## src/rtl/mul_job_sequencer.sv

```systemverilog
// Sequencer for a memory-mapped multiplier: writes the operands, polls the busy status,
// reads the product and the operation counter, then offers the result through a handshake.
module mul_job_sequencer #(
    parameter int unsigned STROBE_CYC = 2,
    parameter int unsigned POLL_GAP   = 4,
    parameter int unsigned TIMEOUT    = 64
) (
    input  logic        clk,
    input  logic        n_reset,
    input  logic        job_valid,
    output logic        job_ready,
    input  logic [23:0] job_a,
    input  logic [23:0] job_b,
    output logic        res_valid,
    input  logic        res_ready,
    output logic [31:0] res_w,
    output logic [31:0] res_cnt,
    output logic        res_err,
    output logic [15:0] m_saddress,
    output logic        m_srd,
    output logic        m_swr,
    output logic [31:0] m_wdata,
    input  logic [31:0] m_rdata
);

    localparam logic [15:0] AddrA1  = 16'h0100;
    localparam logic [15:0] AddrA2  = 16'h0108;
    localparam logic [15:0] AddrW   = 16'h0110;
    localparam logic [15:0] AddrB   = 16'h0120;
    localparam logic [15:0] AddrCnt = 16'h0130;

    localparam int unsigned PhW  = $clog2(STROBE_CYC + 2);
    localparam int unsigned PcW  = ($clog2(TIMEOUT + 1) < 6) ? 6 : $clog2(TIMEOUT + 1);
    localparam int unsigned GcW  = (POLL_GAP > 1) ? $clog2(POLL_GAP) : 1;

    // Access phases: 0 = setup, 1..STROBE_CYC = strobe high, STROBE_CYC+1 = recovery.
    localparam logic [PhW-1:0] PhLastHi = PhW'(STROBE_CYC);
    localparam logic [PhW-1:0] PhRecov  = PhW'(STROBE_CYC + 1);

    typedef enum logic [2:0] {
        StIdle,
        StWrA1,
        StWrA2,
        StPoll,
        StGap,
        StRdW,
        StRdCnt,
        StPush
    } state_e;

    state_e         state_q;
    state_e         acc_next;
    logic [PhW-1:0] ph_q;
    logic [GcW-1:0] gap_q;
    logic [PcW-1:0] poll_cnt_q;
    logic           busy_q;
    logic [31:0]    job_b_q;
    logic           is_read;
    logic           timeout;

    assign job_ready = (state_q == StIdle) && n_reset;
    assign is_read   = (state_q == StPoll) || (state_q == StRdW) || (state_q == StRdCnt);

    // State that follows the recovery cycle of the current access.
    always_comb begin
        acc_next = StIdle;
        timeout  = busy_q && (poll_cnt_q == PcW'(TIMEOUT));
        unique case (state_q)
            StWrA1:  acc_next = StWrA2;
            StWrA2:  acc_next = StPoll;
            StPoll: begin
                if (!busy_q) begin
                    acc_next = StRdW;
                end else if (timeout) begin
                    acc_next = StPush;
                end else if (POLL_GAP == 0) begin
                    acc_next = StPoll;
                end else begin
                    acc_next = StGap;
                end
            end
            StRdW:   acc_next = StRdCnt;
            StRdCnt: acc_next = StPush;
            default: acc_next = StIdle;
        endcase
    end

    always_ff @(posedge clk) begin
        if (!n_reset) begin
            state_q    <= StIdle;
            ph_q       <= '0;
            gap_q      <= '0;
            poll_cnt_q <= '0;
            busy_q     <= 1'b0;
            job_b_q    <= '0;
            m_srd      <= 1'b0;
            m_swr      <= 1'b0;
            m_saddress <= '0;
            m_wdata    <= '0;
            res_valid  <= 1'b0;
            res_w      <= '0;
            res_cnt    <= '0;
            res_err    <= 1'b0;
        end else begin
            unique case (state_q)
                StIdle: begin
                    if (job_valid) begin
                        job_b_q    <= {8'h00, job_b};
                        poll_cnt_q <= '0;
                        state_q    <= StWrA1;
                        ph_q       <= '0;
                        m_saddress <= AddrA1;
                        m_wdata    <= {8'h00, job_a};
                    end
                end
                StGap: begin
                    if (gap_q == GcW'(POLL_GAP - 1)) begin
                        state_q    <= StPoll;
                        ph_q       <= '0;
                        m_saddress <= AddrB;
                        m_wdata    <= '0;
                    end else begin
                        gap_q <= gap_q + 1'b1;
                    end
                end
                StPush: begin
                    if (res_ready) begin
                        state_q   <= StIdle;
                        res_valid <= 1'b0;
                    end
                end
                default: begin
                    if (ph_q == '0) begin
                        m_srd <= is_read;
                        m_swr <= !is_read;
                        ph_q  <= ph_q + 1'b1;
                    end else if (ph_q == PhLastHi) begin
                        m_srd <= 1'b0;
                        m_swr <= 1'b0;
                        ph_q  <= ph_q + 1'b1;
                        unique case (state_q)
                            StPoll: begin
                                busy_q     <= m_rdata[0];
                                poll_cnt_q <= poll_cnt_q + 1'b1;
                            end
                            StRdW:   res_w   <= m_rdata;
                            StRdCnt: res_cnt <= m_rdata;
                            default: ;
                        endcase
                    end else if (ph_q == PhRecov) begin
                        ph_q    <= '0;
                        state_q <= acc_next;
                        unique case (acc_next)
                            StWrA2: begin
                                m_saddress <= AddrA2;
                                m_wdata    <= job_b_q;
                            end
                            StPoll: begin
                                m_saddress <= AddrB;
                                m_wdata    <= '0;
                            end
                            StRdW: begin
                                m_saddress <= AddrW;
                                m_wdata    <= '0;
                            end
                            StRdCnt: begin
                                m_saddress <= AddrCnt;
                                m_wdata    <= '0;
                            end
                            StGap: begin
                                gap_q   <= '0;
                                m_wdata <= '0;
                            end
                            default: begin
                                // Only StPush follows here; a timeout reports zeros.
                                m_wdata   <= '0;
                                res_valid <= 1'b1;
                                res_err   <= timeout;
                                if (timeout) begin
                                    res_w   <= '0;
                                    res_cnt <= '0;
                                end
                            end
                        endcase
                    end else begin
                        ph_q <= ph_q + 1'b1;
                    end
                end
            endcase
        end
    end

endmodule
```

## config.mk

```make
export PLATFORM = sky130hd
export DESIGN_NAME = mul_job_sequencer
export DESIGN_NICKNAME = d
export VERILOG_FILES = /design/src/rtl/mul_job_sequencer.sv
export SDC_FILE = /design/constraint.sdc
export NUM_CORES = 1
export LEC_CHECK = 0
export CAP_MARGIN = 20
export CORE_MARGIN = 4
export CORE_UTILIZATION = 45
export CTS_CLUSTER_DIAMETER = 120
export DETAILED_ROUTE_END_ITERATION = 10
export PLACE_DENSITY = 0.8
export SETUP_SLACK_MARGIN = 0.4
export SLEW_MARGIN = 20
export SYNTH_ARGS = -nofsm -noshare
export SYNTH_HDL_FRONTEND = slang
export SYNTH_SLANG_ARGS = --single-unit
```

## constraint.sdc

```tcl
create_clock -name clk -period 2.2 [get_ports clk]
set_input_delay 0.44 -clock clk [delete_from_list [all_inputs] [get_ports clk]]
set_output_delay 0.44 -clock clk [all_outputs]
set_load 0.02 [all_outputs]
```

; ---- Yosys cells after proc, flatten, opt, wreduce, memory -nomap -nowiden
; Index checks and enable logic that the tools add are counted.
[totals]
reg_bits = 155
output_inout_bits = 117
in_bits = 84
wordCells = 151
[op_classes]
muxes = 57
eq_ne = 33
add_sub_neg = 3
bitwise = 8
n_reduce_logical = 36
[ops]
columns = op, count
row1 = 32-bit 2-to-1 mux, 12
row2 = 32-bit case mux with 3 select lines, 1
row3 = 16-bit 2-to-1 mux, 5
row4 = 16-bit case mux with 4 select lines, 1
row5 = 16-bit case mux with 3 select lines, 1
row6 = 6-bit AND reduction, 6
row7 = 7-bit 2-to-1 mux, 4
row8 = 2-bit 2-to-1 mux, 12
row9 = 24-bit 2-to-1 mux, 1
row10 = 3-bit == test (second input constant), 7
row11 = 3-bit 2-to-1 mux, 6
row12 = 2-bit nonzero test, 8
row13 = 3-bit case mux with 5 select lines, 1
row14 = 2-bit inequality test (second input constant), 7
row15 = 7-bit case mux with 2 select lines, 1
row16 = 3-bit by 2-bit == test with 1-bit output (second input constant), 4
row17 = 2-bit by 1-bit inequality test with 1-bit output (second input constant), 6
row18 = 5-bit AND reduction, 2
row19 = 3-bit case mux with 3 select lines, 1
row20 = 1-bit 2-to-1 mux, 8
row21 = 4-bit by 2-bit inequality test with 1-bit output (second input constant), 2
row22 = 1-bit NOT, 8
row23 = 7-bit by 1-bit adder with 7-bit output (second input constant), 1
row24 = 7-bit == test (second input constant), 1
row25 = other kinds (22), 31

; ---- Logic depth before layout (Yosys ltp)
; Gate-level depths: netlist of the first run.
[depth]
ltp_word = 12
mapped_depth = 9

; ---- Least setup slack after synthesis of the first run
; Ideal clock, no wire load.
[synth_timing]
path_type = register -> register
startpoint = register ph_q[0]
endpoint = register m_wdata[10]
required_ns = 2.114
n_path_buf = 2
setup_slack_ns = 0.209
arrival_ns = 1.905
synth_period_minus_slack_ns = 1.991
stages_incl_launch_ff = 9
setup_time_ns = 0.086
cell_sequence = dfxtp_1 > inv_1 > ha_1 > buf_2 > or3b_2 > a21oi_2 > buf_2 > nor2_1 > a211oi_1
[synth_between]
elab_chain_cells = 3
elab_cells_between_ends = 7
[synth_rtl]
columns = element, line_no
row1 = start: declaration, 53  ; logic [PhW-1:0] ph_q;
row2 = start signal: assignment, 136  ; ph_q <= ph_q + 1'b1;
row3 = start signal: assignment, 140  ; ph_q <= ph_q + 1'b1;
row4 = start signal: assignment, 186  ; ph_q <= ph_q + 1'b1;
row5 = "2-bit == test, or another cell as far along", 137  ; end else if (ph_q == PhLastHi) begin
row6 = 3-bit by 2-bit inequality test with 1-bit output (no source line) / 3-bit nonzero test (equally long branches), n/a
row7 = 6-bit AND reduction (no source line) (*), n/a
row8 = end signal: assignment, 113  ; m_wdata <= {8'h00, job_a};
row9 = end signal: assignment, 156  ; m_wdata <= job_b_q;
row10 = end: declaration, 22  ; output logic [31:0] m_wdata,
; Mark *: on every way between the ends. The rest lies on a longest branch, timed or not.
; A chain may end at the register's enable or synchronous reset.

; ---- Final worst setup path of the first run
[layout_timing]
startpoint = register state_q[2]
endpoint = register m_saddress[3]
[layout_between]
elab_chain_cells = 8
elab_cells_between_ends = 26
[layout_rtl]
columns = element, line_no
row1 = start: declaration, 51  ; state_e state_q;
row2 = start signal: assignment, 90  ; state_q <= StIdle;
row3 = start signal: assignment, 110  ; state_q <= StWrA1;
row4 = start signal: assignment, 118  ; state_q <= StPoll;
row5 = "3-bit == test, or another cell as far along", 68  ; unique case (state_q)
row6 = 3-bit case mux with 5 select lines, 68
row7 = 3-bit == test / 3-bit by 2-bit == test with 1-bit output (equally long branches), 153  ; unique case (acc_next)
row8 = 16-bit case mux with 4 select lines, 153
row9 = 16-bit 2-to-1 mux, 150  ; end else if (ph_q == PhRecov) begin
row10 = 16-bit 2-to-1 mux, 137
row11 = 16-bit 2-to-1 mux, 133  ; if (ph_q == '0) begin
row12 = 16-bit case mux with 3 select lines, 105  ; unique case (state_q)
row13 = end signal: assignment, 112  ; m_saddress <= AddrA1;
row14 = end signal: assignment, 155  ; m_saddress <= AddrA2;
row15 = end signal: assignment, 159  ; m_saddress <= AddrB;
row16 = end: declaration, 19  ; output logic [15:0] m_saddress,
; Parallel ways exist; a longest one is shown, timed or not. The select of a mux whose other input is x is not followed.

==> results of run 1 <==
[final timing paths]
check                  end  slack, ns  cells after the start
min reg2reg  m_saddress[8]       0.45                      2
min          m_saddress[8]       0.45                      2
max          m_saddress[3]       0.19                      9
max reg2reg  m_saddress[3]       0.19                      9
[critical path, delay by kind of cell, from the launching register on]
kind	cells	cell delay (ns)
AOI/OAI and AO/OA	3	0.42
buffers and inverters	4	0.60
and+or+nand+nor	2	0.47
DFF	1	0.35
[state kept, by name (all words and copies together) (netlist names)]
register    flops
res_cnt        32
res_w          32
job_b_q        24
m_wdata        24
poll_cnt_q      7
m_saddress      4
state_q         3
gap_q           2
ph_q            2
busy_q          1
m_srd           1
m_swr           1
res_err         1
res_valid       1
[layout make-up]
| cell class | count | area (sq um) | share of cell area |
|---|---|---|---|
| multi-input cells | 496 | 3250 | 0.337 |
| repair buffers | 251 | 2750 | 0.285 |
| flip-flops and latches | 135 | 2730 | 0.283 |
| clock buffers | 17 | 425 | 0.0441 |
| clock inverters | 15 | 239 | 0.0248 |
| well taps | 168 | 210 | 0.0218 |
| inverters | 10 | 42.5 | 0.00441 |
| diodes | 1 | 2.50 | 0.000259 |
[kinds of logic (layout without fill, tap and decap cells)]
| logic type | after synthesis | in the layout | synth area share |
|---|---|---|---|
| adders and majority gates | 7 | 7 | 0.0153 |
| AOI/OAI and AO/OA | 182 | 182 | 0.191 |
| muxes | 4 | 4 | 0.00742 |
| and+or+nand+nor | 278 | 278 | 0.225 |
| DFF | 135 | 135 | 0.471 |
| buffers and inverters | 90 | 293 | 0.0822 |
| xor gates and xnor gates | 5 | 5 | 0.00763 |
| other | 1 | 21 | 0.000654 |
[what timing repair did]
item | in CTS | in global routing
gates resized for setup | 125 | 219
hold buffers | 0 | 0
pin swaps | 17 | 74
gates cloned | 6 | 6
buffers inserted | 18 | 20
endpoints found under the setup margin | 191 | 141
[layer usage]
metal  vias up  global-route usage  share of wire
li1       2830                   -              -
met1      3088               0.312           0.36
met2       381               0.453           0.51
met3        99              0.0499          0.071
met4         0               0.141          0.054
met5         -                   0              0
[cell usage in the layout, fill, tap and decap left out, types with 10 or more instances in the layout]
cell type        Yosys  layout
clkdlybuf4s50_1      0      82
a21oi_1             40      36
conb_1               1      20
a22oi_1             26      25
o21ai_2              0      47
dfxtp_1            135     126
dlygate4sd2_1        0      63
a211oi_2             0      23
o21ai_1              2      18
clkbuf_16            0      22
buf_4               21      31
buf_6                5      19
dlymetal6s2s_1       0      33
nor2_1              39      24
nor2_4               0      10
buf_12               0      11
o21ai_0             74      11
nand2_1            123     120
nand3_1             76      76
[metrics by stage]
stage | utilization | cell area (sq um) | total power, W
2_1_floorplan | - | 5860 | 0.00358
3_3_place_gp | 0.623 | 7640 | 0.00409
3_5_place_dp | 0.623 | 7640 | 0.00413
4_1_cts | 0.717 | 8790 | 0.00762
5_1_grt | 0.787 | 9640 | 0.00826
6_report | 0.787 | 9650 | 0.00803
[power groups by stage]
stage | combinational, W | clock [W] | sequential [W]
floorplan | 0.000712 | 0 | 0.00286
global placement | 0.00134 | 0 | 0.00275
global route | 0.00216 | 0.00336 | 0.00275
detailed placement | 0.00137 | 0 | 0.00276
finish | 0.00207 | 0.00322 | 0.00274
CTS | 0.00169 | 0.00322 | 0.00271
==> results.json, run 1 <==
{
  "cts_root_buffer": "clkbuf_16",
  "fmax_mhz": 498,
  "cts_sinks": 135,
  "io_pins": 201,
  "cp-start-kind": "flop",
  "port_buffers": 180,
  "drive_above_1_share": 0.265,
  "min_from": "m_saddress[8]",
  "wl_microns": 23300,
  "power.density_nw_per_um2": 833,
  "crit_path_start": "state_q[2]",
  "reg2reg_from": "state_q[2]",
  "fin_cells": 1093,
  "grt_max_degree": 71,
  "cts_tree": "yes",
  "drc_errors": 0,
  "fin_nets": 1002,
  "fp.dieW_microns": 121,
  "routabilityCongestion": 0.872,
  "post-place-ws_ns": 0.0608,
  "sequentialPowerShare": 0.341,
  "coreArea_sq_um": 12300,
  "gr-usage-all-layers": 0.264,
  "timing.final.crit_share": 0.913,
  "setup_slack_ns": 0.192,
  "drtAntennaViolNets": 0,
  "synthDistinctLibCells": 50,
  "critPathRequiredTime_ns": 2.47,
  "area_growth_pct": 68.2,
  "grt-ovfl-total": 0,
  "setup_viol": 0,
  "grt_pass1_vias": 5856,
  "vias": 6398,
  "tightest_slew_ns": 0.868,
  "start_util": 0.468,
  "leakage_nw": 4.43,
  "cap_violations": 0,
  "syn_inst": 702,
  "synth-seq-cells": 135,
  "endpoint_kind": "flop",
  "slew_headroom": 0.421,
  "syn_area_sq_um": 5740,
  "h-tree-depth": 4,
  "yosysTopAreaCellShare": 0.471,
  "cp_max_fo": 7,
  "grt_first_pass_wirelength_microns": 30600,
  "worstPathCellList": "or3_4, buf_4, o211ai_4, a21oi_4, buf_12, buf_12, buf_16, a21oi_2, nor3_1",
  "drt_iter0_markers": 794,
  "rsz0062_at_grt": "yes",
  "hold_path.class": "reg -> reg",
  "die_area_sq_um": 14600,
  "path_class": "reg -> reg",
  "firstDrtPassIters": 5,
  "setup_tns_ns": 0,
  "yosys-top-cells-area": "dfxtp_1 47%, nand2_1 8.0%, nand3_1 6.6%",
  "yosysWarnings": 0,
  "rows": 40,
  "hold_viol": 0,
  "swShare": 0.303,
  "synth_edf_count": 0,
  "crit_path_top_delay_cell": "or3_4",
  "die_h_microns": 121,
  "maxSlewViolCount": 0,
  "ys_seq_area_frac": 0.471,
  "crit_arrival_ns": 2.27,
  "crit_top_cell": "buf_12",
  "power.internal_w": 0.00560,
  "finalClockSkew_ns": 0.0109,
  "cpPeakStageDelay_ns": 0.41,
  "cts.clk_slew.worst_paths_ns": 0.06,
  "synth_common_cells": "135 x dfxtp_1, 123 x nand2_1, 76 x nand3_1",
  "hold_ws_ns": 0.451,
  "synth_most_common_cell": "dfxtp_1",
  "dpl.hpwl_microns": 11900,
  "min_period_ns": 2.01,
  "synth_top_area_cell": "dfxtp_1",
  "peakVddDrop_mv": 0.753,
  "dp.cells": 1010,
  "power_frac_comb": 0.258,
  "p_switching_w": 0.00243,
  "via_per_inst": 5.85,
  "avgSynthCellArea_sq_um": 8.17,
  "fillers": 753,
  "grt_antenna_before_repair": 0,
  "status": "completed",
  "clock_power_share": 0.401,
  "cts_made_buffers": 17,
  "clock_path_buffers": 2,
  "wl_per_cell_microns": 21.3,
  "clk_latency_ns": 0.42,
  "synthArstFlopShare": 0,
  "synth-main-ff-cell": "dfxtp_1"
}
No activity file was read; power rests on OpenSTA's default activity.
==> run 2, diff against run 1 <==
- SKIP_LAST_GASP: not set -> 1
- clock period: 2.2 -> 2.18 ns (I/O delays scaled with it)
==> run 2 against run 1 <==
Against the previous run: total power down 4.5%; final area is 2.4% lower; cell count fell by 1.4%; fmax increased by 0.26%; core utilization down 1.9 points; register-to-register slack about the same; global-route usage decreased by 1.6 points; worst setup slack lost 0.015 ns; critical path depth grew 1; sequential share of layout area rose by 0.65 points; critical endpoint is now res_cnt[3].
==> results.json, run 2 (synthesis results as in run 1) <==
{
  "grt_max_degree": 71,
  "postCtsHoldBufs": 0,
  "critPathBufInv": 4,
  "path_class": "reg -> reg",
  "hold_end": "m_saddress[8]",
  "min_from": "m_saddress[8]",
  "grt_antenna_before_repair": 0,
  "worstPathCellList": "inv_4, ha_4, buf_4, nor2_2, o22ai_1, a22o_1, nor3b_4, buf_4, clkbuf_16, o21ai_0",
  "post-place-ws_ns": 0.0506,
  "setup_tns_ns": 0,
  "final_common_cell": "dfxtp_1",
  "crit_arrival_ns": 2.34,
  "peakVddDrop_mv": 0.531,
  "leakage_nw": 5.00,
  "cpPeakStageDelay_ns": 0.37,
  "min_period_ns": 2.00,
  "rsz0062_at_grt": "yes",
  "drc_errors": 0,
  "io_pins": 201,
  "diodes": 0,
  "status": "completed",
  "fillers": 750,
  "drive_above_1_share": 0.205,
  "reg2reg_from": "ph_q[0]",
  "rows": 40,
  "wl_microns": 20900,
  "firstDrtPassIters": 6,
  "fp.dieW_microns": 121,
  "drt_iter0_markers": 651,
  "cts_root_buffer": "clkbuf_16",
  "r2r_slack_ns": 0.18,
  "setup_slack_ns": 0.178,
  "die_h_microns": 121,
  "mostFrequentLayoutCells": "127 x dfxtp_1, 120 x nand2_1, 96 x dlymetal6s2s_1",
  "clock_power_share": 0.382,
  "cts_sinks": 135,
  "min_path_cells": 2,
  "area_growth_pct": 64.2,
  "crit_top_cell": "buf_4",
  "grt_pass1_vias": 5610,
  "fmax_mhz": 499,
  "finalClockSkew_ns": 0.0117,
  "hold_viol": 0,
  "drtAntennaViolNets": 0,
  "dpl.hpwl_microns": 11900,
  "p_switching_w": 0.00225,
  "crit_family": "buffers and inverters",
  "vias": 6091,
  "tightest_slew_ns": 0.862,
  "power.density_nw_per_um2": 815,
  "critPathRequiredTime_ns": 2.51,
  "timing.final.crit_share": 0.919,
  "sequentialPowerShare": 0.358,
  "setup_viol": 0,
  "power_frac_comb": 0.260,
  "grt-ovfl-total": 0,
  "hold_path.class": "reg -> reg",
  "swShare": 0.294,
  "grt_first_pass_wirelength_microns": 29000,
  "cp-start-kind": "flop",
  "coreArea_sq_um": 12300,
  "maxSlewViolCount": 0,
  "via_per_inst": 5.65,
  "cts.clk_slew.worst_paths_ns": 0.06,
  "port_buffers": 180,
  "gr-usage-all-layers": 0.249,
  "cap_violations": 0,
  "endpoint_kind": "flop",
  "cp_max_fo": 8,
  "reg.largest.list": "res_cnt x32, res_w x32",
  "routabilityCongestion": 0.862,
  "crit_path_top_delay_cell": "dfxtp_4",
  "reg2regPathDepth": 10,
  "clock_path_buffers": 2,
  "cts_made_buffers": 17,
  "start_util": 0.468,
  "wl_per_cell_microns": 19.4,
  "h-tree-depth": 4,
  "die_area_sq_um": 14600,
  "cts_tree": "yes",
  "slew_headroom": 0.426,
  "fin_nets": 988,
  "power.internal_w": 0.00542,
  "clk_latency_ns": 0.42,
  "worstReg2RegEnd": "res_cnt[3]"
}
[run 2: cell count changes in the layout (fill, tap and decap cells not counted), sizes merged]
cell	change
bufinv	-2
clkinvlp	+4
inv	-5
dlymetal6s2s	+63
diode	-1
buf	-12
dlygate4sd2	-63
clkinv	+1
[run 2: final cells by class]
class                           count  area [sq um]  area share
Inverter                           10          42.5     0.00452
Sequential cell                   135          2720       0.289
Timing Repair Buffer              237          2780       0.295
Tap cell                          168           210      0.0223
Clock inverter                     13           154      0.0163
Clock buffer                       19           453      0.0481
Multi-Input combinational cell    496          3050       0.324
[run 2: repair_timing]
item,4_1_cts,5_1_grt
setup buffers,11,16
setup endpoints to repair,202,200
resized for setup,56,183
pin swaps,10,37
cloned,5,4
[run 2: how the worst max path moves through the flow]
stage / startpoint / end / cells after the start
floorplan: ph_q[1] / res_cnt[10] / 8
global placement: job_valid / poll_cnt_q[0] / 6
detailed placement: job_valid / poll_cnt_q[0] / 6
CTS: poll_cnt_q[2] / res_cnt[1] / 6
global route: ph_q[0] / res_cnt[17] / 10
finish: ph_q[0] / res_cnt[3] / 10
[run 2: layer usage]
metal / global-route usage / routed length [microns]
met2: 0.428 / 10800
met4: 0.115 / 955
met5: 0 / 0
met1: 0.295 / 7890
met3: 0.0531 / 1320
[run 2: power groups by stage]
stage	Combinational (W)	Sequential, W	Clock, W
2_1_floorplan	0.000719	0.00289	0
3_3_place_gp	0.00135	0.00277	0
3_5_place_dp	0.00138	0.00278	0
4_1_cts	0.00171	0.00273	0.00292
5_1_grt	0.00210	0.00276	0.00305
6_report	0.00199	0.00275	0.00293
[run 2: worst min-delay path, stage by stage, from the launching register on]
cell and delay (ns):
dfxtp_1 0.31, inv_1 0.05, a21oi_1 0.05
[run 2: per-stage QoR]
step	hold slack [ns]	std cells	util	area (sq um)	power [W]
after floorplan	0.436	721	-	5860	0.00361
after CTS	0.450	1058	0.709	8690	0.00736
after detailed placement	0.441	1010	0.623	7640	0.00416
after global routing	0.468	1078	0.768	9420	0.00791
after global placement	0.438	1010	0.623	7640	0.00412
final	0.448	1078	0.768	9420	0.00767
